### config.mk
export PLATFORM = sky130hd
export DESIGN_NAME = multicycle_cpu
export DESIGN_NICKNAME = d
export VERILOG_FILES = /design/src/rtl/multicycle_cpu.sv
export SDC_FILE = /design/constraint.sdc
export NUM_CORES = 2
export LEC_CHECK = 0
export ABC_AREA = 1
export CORE_ASPECT_RATIO = 1.4
export CORE_MARGIN = 2
export CORE_UTILIZATION = 40
export DETAILED_ROUTE_END_ITERATION = 16
export PLACE_DENSITY = 0.62
export RECOVER_POWER = 100
export SYNTH_ARGS = -nofsm -noshare
export SYNTH_HDL_FRONTEND = slang
export SYNTH_SLANG_ARGS = --single-unit
### constraint.sdc
create_clock -name clk -period 52.6 [get_ports clk]
set_clock_uncertainty 0.15 [all_clocks]
set_input_delay 13.15 -clock clk [delete_from_list [all_inputs] [get_ports clk]]
set_output_delay 13.15 -clock clk [all_outputs]
set_load 0.01 [all_outputs]
### src/rtl/multicycle_cpu.sv
// Multi-cycle RV32I-subset core: IDLE/FETCH/DECODE/EXECUTE/WRITEBACK over one datapath.
// Define MULTICYCLE_CPU_ILLEGAL_TRAP_EN to halt on illegal instructions (otherwise they retire as NOPs).
module multicycle_cpu #(
  parameter int DATA_WIDTH    = 32,
  parameter int ADDRESS_WIDTH = 5,
  parameter int PC_WIDTH      = 32,
  parameter logic [PC_WIDTH-1:0] RESET_PC = '0
) (
  input  logic                  clk,
  input  logic                  rst,
  output logic                  imem_req,
  output logic [PC_WIDTH-1:0]   imem_addr,
  input  logic                  imem_ack,
  input  logic [31:0]           imem_rdata,
  output logic [DATA_WIDTH-1:0] a0,
  output logic [DATA_WIDTH-1:0] ALUout,
  output logic                  instret,
  output logic                  halted
);
  localparam int NREG = 2**ADDRESS_WIDTH;

  typedef enum logic [2:0] {S_IDLE, S_FETCH, S_DECODE, S_EXEC, S_WB, S_HALT} state_e;
  state_e state_q, state_d;

  logic [31:0]              ir_q;
  logic [PC_WIDTH-1:0]      pc_q;
  logic [DATA_WIDTH-1:0]    a_q, b_q, imm_q, alu_q, a0_q;
  logic [DATA_WIDTH-1:0]    rf_q [NREG];
  logic                     taken_q, req_q, req_d, instret_q, instret_d;
  logic                     ir_ld, ab_ld, alu_ld, wb_en;

  // Instruction field decode, straight off IR (stable from DECODE to WRITEBACK)
  logic [6:0] opc, f7;
  logic [2:0] f3;
  logic [ADDRESS_WIDTH-1:0] rs1, rs2, rd;
  logic is_addi, is_r, is_br, legal, wr_rd;
  logic [DATA_WIDTH-1:0] imm_i, imm_b, alu_res;
  logic [PC_WIDTH-1:0]   imm_pc;

  assign opc = ir_q[6:0];
  assign f3  = ir_q[14:12];
  assign f7  = ir_q[31:25];
  assign rs1 = ADDRESS_WIDTH'(ir_q[19:15]);
  assign rs2 = ADDRESS_WIDTH'(ir_q[24:20]);
  assign rd  = ADDRESS_WIDTH'(ir_q[11:7]);

  assign is_addi = (opc == 7'b0010011) && (f3 == 3'b000);
  assign is_r    = (opc == 7'b0110011) &&
                   (((f3 == 3'b000) && ((f7 == 7'b0000000) || (f7 == 7'b0100000))) ||
                    (((f3 == 3'b110) || (f3 == 3'b111)) && (f7 == 7'b0000000)));
  assign is_br   = (opc == 7'b1100011) && (f3[2:1] == 2'b00);
  assign legal   = is_addi | is_r | is_br;
  assign wr_rd   = (is_addi | is_r) && (rd != '0);

  assign imm_i  = {{(DATA_WIDTH-12){ir_q[31]}}, ir_q[31:20]};
  assign imm_b  = {{(DATA_WIDTH-13){ir_q[31]}}, ir_q[31], ir_q[7], ir_q[30:25], ir_q[11:8], 1'b0};
  assign imm_pc = PC_WIDTH'($signed(imm_q));

  always_comb begin
    alu_res = a_q + imm_q;
    if (is_r) begin
      case (f3)
        3'b110:  alu_res = a_q | b_q;
        3'b111:  alu_res = a_q & b_q;
        default: alu_res = f7[5] ? (a_q - b_q) : (a_q + b_q);
      endcase
    end
  end

  // FSM: state register
  always_ff @(posedge clk or posedge rst) begin
    if (rst) state_q <= S_IDLE;
    else     state_q <= state_d;
  end

  // FSM: next state
  always_comb begin
    state_d = state_q;
    case (state_q)
      S_IDLE:   state_d = S_FETCH;
      S_FETCH:  if (imem_ack) state_d = S_DECODE;
`ifdef MULTICYCLE_CPU_ILLEGAL_TRAP_EN
      S_DECODE: state_d = legal ? S_EXEC : S_HALT;
`else
      S_DECODE: state_d = S_EXEC;
`endif
      S_EXEC:   state_d = S_WB;
      S_WB:     state_d = S_FETCH;
      S_HALT:   state_d = S_HALT;
      default:  state_d = S_IDLE;
    endcase
  end

  // FSM: outputs and datapath enables
  always_comb begin
    req_d     = (state_d == S_FETCH);
    instret_d = (state_q == S_WB);
    ir_ld     = (state_q == S_FETCH) && imem_ack;
    ab_ld     = (state_q == S_DECODE);
    alu_ld    = (state_q == S_EXEC) && legal && !is_br;
    wb_en     = (state_q == S_WB);
  end

  always_ff @(posedge clk or posedge rst) begin
    if (rst) begin
      ir_q      <= '0;
      pc_q      <= RESET_PC;
      a_q       <= '0;
      b_q       <= '0;
      imm_q     <= '0;
      alu_q     <= '0;
      a0_q      <= '0;
      taken_q   <= 1'b0;
      req_q     <= 1'b0;
      instret_q <= 1'b0;
    end else begin
      req_q     <= req_d;
      instret_q <= instret_d;
      if (ir_ld) ir_q <= imem_rdata;
      if (ab_ld) begin
        a_q   <= rf_q[rs1];
        b_q   <= rf_q[rs2];
        imm_q <= is_br ? imm_b : imm_i;
      end
      if (alu_ld) alu_q <= alu_res;
      if (state_q == S_EXEC) taken_q <= is_br && (f3[0] ? (a_q != b_q) : (a_q == b_q));
      if (wb_en) begin
        pc_q <= taken_q ? (pc_q + imm_pc) : (pc_q + PC_WIDTH'(4));
        if (wr_rd && (rd == ADDRESS_WIDTH'(10))) a0_q <= alu_q;
      end
    end
  end

  // x0 is never written, so it reads as zero without a read-side mux
  always_ff @(posedge clk or posedge rst) begin
    if (rst) begin
      for (int i = 0; i < NREG; i++) rf_q[i] <= '0;
    end else if (wb_en && wr_rd) begin
      rf_q[rd] <= alu_q;
    end
  end

`ifdef MULTICYCLE_CPU_ILLEGAL_TRAP_EN
  logic halted_q;
  always_ff @(posedge clk or posedge rst) begin
    if (rst) halted_q <= 1'b0;
    else     halted_q <= (state_d == S_HALT);
  end
  assign halted = halted_q;
`else
  assign halted = 1'b0;
`endif

  assign imem_req  = req_q;
  assign imem_addr = pc_q;
  assign a0        = a0_q;
  assign ALUout    = alu_q;
  assign instret   = instret_q;
endmodule

==> run summary <==
MaxCap Viol Count: 55
Final setup vio count: 0
I/O pins: 134
Pre-CTS worst setup slack: 33.89 ns
Syn Inst Count: 9,949
Min cycle time layout: 31.54 ns
Status: finished with violations
Clk pin slew, worst setup/hold paths: 0.06 ns
Largest net degree at the start of global routing: 184
#FFs+latches synth: 1,235
Worst setup path class: in2async
Final ANT Viol Nets: 0
Grt ovf: 0
CP arrival: 31.30 ns
Number of hold buffers added after cts: 0
Most common cell after layout, fill and taps aside: o21ai_0
Drt wl/cell: 24.8 um
Sequential element share of the synthesized area: 43.2%
Root buf cell: clkbuf_16
Worst-Skew Late Latency: 0.81 ns
TritonCTS Buffers: 134
Tot Pwr: 0.00440 W
Actual transition at the worst max-transition pin: 8.56 ns
Register-to-register setup slack: 42.96 ns
Vias in the first global route: 69,500
CP endpoint kind: async pin
Synthesized cell area: 71,500 um2
Final Util: 43.9%
Nets: 9,712
Failing checks: max-capacitance violations, max-slew violations
Syn Nets: 10,100
Setup TNS Final: 0 ns
Peak supply drop: 41.4 uV
H-tree depth: 4
Tcrit/Tclk final: 60.0%
CTS Sinks: 1,235
Peak Freq: 31.7 MHz
Global-route wire length before repair: 441,000 um
Total track usage: 31.7%
Die span in y: 504 um
Routed vias: 73,500
Relative slew margins: -471%
Max clock buf depth: 3
Post-synth cell types: 44
Routed vias/inst: 6.15
Setup slack after layout: 21.06 ns
DR iter-0 viols: 9,901
Hold path startpoint: rf_q[1020]
Area of the multi-input gates: 35,800 um2
Setup bufs post-CTS: 0
Main synth FF type: dfrtp_1
DRC viols: 0
Port Buffers: 132
Mapped Avg Cell Area: 7.19 um2
Beginning of the critical path: rst
WP data required: 52.36 ns
Layout cell share with drive strength beyond 1: 3.73%
Register area: 30,900 um2
Worst R2R Start: state_q[0]
Startpoint Class: input port
DRT Wirelength: 297,000 um
Leakage power: 34.4 nW
Post-synth EDFFs: 0
Die width: 361 um
Detail Placement HPWL: 173,000 um
CTS tree: built
TritonRoute pass-1 iters: 7
Post-placement cell count: 11,700
Initial antenna violation count: 28
Area Overhead vs Synth: 9.20%
PD cells: 56.3 nW/um2
Synth warnings: 0
Async SR Flop Fraction: 100%
FP Rows: 183
Final Hold Viols: 0
RePlAce Congestion: 0.954
RSZ-0062 raised after global routing: false
Initial core utilization: 40.2%
Most frequent cells in the layout: o21ai_0 (2,466), nand2_1 (1,833), nor2_1 (1,601)
Filler cells: 18,000
Min-Delay Path Class: reg2reg
DIE AREA: 182,000 um2
Max-slew violations: 3,551
Post-cts resize count: 0
Finished Layout Cells: 11,900
Critical path peak fanout: 158
Core box area: 178,000 um2
[cell usage after synthesis (2+ instances only)]
master,count,share of area [%]
a21boi_0,3,0.031
a21o_1,11,0.12
a21oi_1,263,1.8
a22oi_1,15,0.16
a31oi_1,12,0.10
and2_1,2,0.017
and3_1,4,0.035
buf_1,17,0.089
buf_2,19,0.13
clkbuf_1,793,4.2
clkinv_1,7,0.037
dfrtp_1,1235,43
fa_1,3,0.084
ha_1,159,2.8
inv_1,449,2.4
inv_2,2,0.011
mux2_2,10,0.16
nand2_1,1836,9.6
nand2_2,7,0.061
nand3_1,182,1.3
nand3b_1,6,0.063
nand4_1,28,0.24
nor2_1,1598,8.4
nor2_2,4,0.035
nor3_1,49,0.34
nor4_1,11,0.096
o2111ai_1,4,0.049
o211ai_1,20,0.21
o21a_1,7,0.073
o21ai_0,2415,17
o21ai_1,56,0.39
o21bai_1,21,0.22
o221ai_1,89,1.1
o22ai_1,534,4.7
o311ai_0,27,0.33
o31ai_1,9,0.094
or2_2,9,0.079
xnor2_1,7,0.086
xor2_1,21,0.26
[cell type report]
| type | instances | share of cell area [%] |
|---|---|---|
| diodes | 10 | 0.0320 |
| clock buffers | 192 | 4.95 |
| clock inverters | 51 | 0.812 |
| inverters | 458 | 2.25 |
| multi-input cells | 7426 | 45.8 |
| flip-flops and latches | 1235 | 39.6 |
| well taps | 2312 | 3.70 |
| repair buffers | 260 | 2.80 |
[routing by layer]
metal  vias to the layer above  wire length (um)  global-route usage (%)
met5                         -               160                       0
met4                        24             17600                    16.5
met3                       966             30400                    6.02
met2                      4524            133000                    50.3
met1                     35200            116000                    41.0
li1                      32800                 -                       -
[per-stage QoR]
step | area, um2 | hold slack (ns)
finish | 78100 | 0.254
CTS | 78500 | 0.255
global route | 78100 | 0.268
floorplan | 71500 | 0.302
global placement | 74000 | 0.236
detailed placement | 74000 | 0.241
[logic make-up (layout without fill, tap and decap cells)]
kind of cell               count (synthesis)  count (layout)  share of synthesized area [%]
and+or+nand+nor                         3737            3737                           20.3
buffers and inverters                   1288             961                           6.80
other                                      1              11                        0.00524
xor gates and xnor gates                  28              28                          0.343
muxes                                     10              10                          0.157
DFF                                     1235            1235                           43.2
adders and majority gates                162             162                           2.87
AOI/OAI and AO/OA                       3488            3488                           26.3
[registers in the layout, summed over array words and instances (netlist names)]
name       flops
taken_q        1
imem_req       1
rf_q        1024
b_q           32
ALUout        32
a0            32
ir_q          32
a_q           32
imem_addr     32
state_q        3
instret        1
imm_pc        13
[worst max-delay path, cell delays in order]
cell and delay [ns]:
dlygate4sd3_1 0.55, clkinvlp_2 2.42, clkbuf_1 2.78, clkbuf_1 2.63, clkbuf_1 6.03, clkbuf_1 3.29
[power by group]
group	switching, W	leakage, nW	internal, W
clock	0.000422	2.21	0.000568
sequential	0.000127	17.0	0.00100
combinational	0.00161	15.2	0.000670
total	0.00216	34.4	0.00224
[final timing paths]
kind                         endpoint  cells past startpoint
min in group asynchronous   rf_q[897]                      2
max in group clk              ir_q[2]                      4
min                        rf_q[1020]                      0
max                         rf_q[469]                      6
max reg2reg                 imm_pc[1]                      7
min reg2reg                rf_q[1020]                      0
Power figures use the tool's default switching activity.
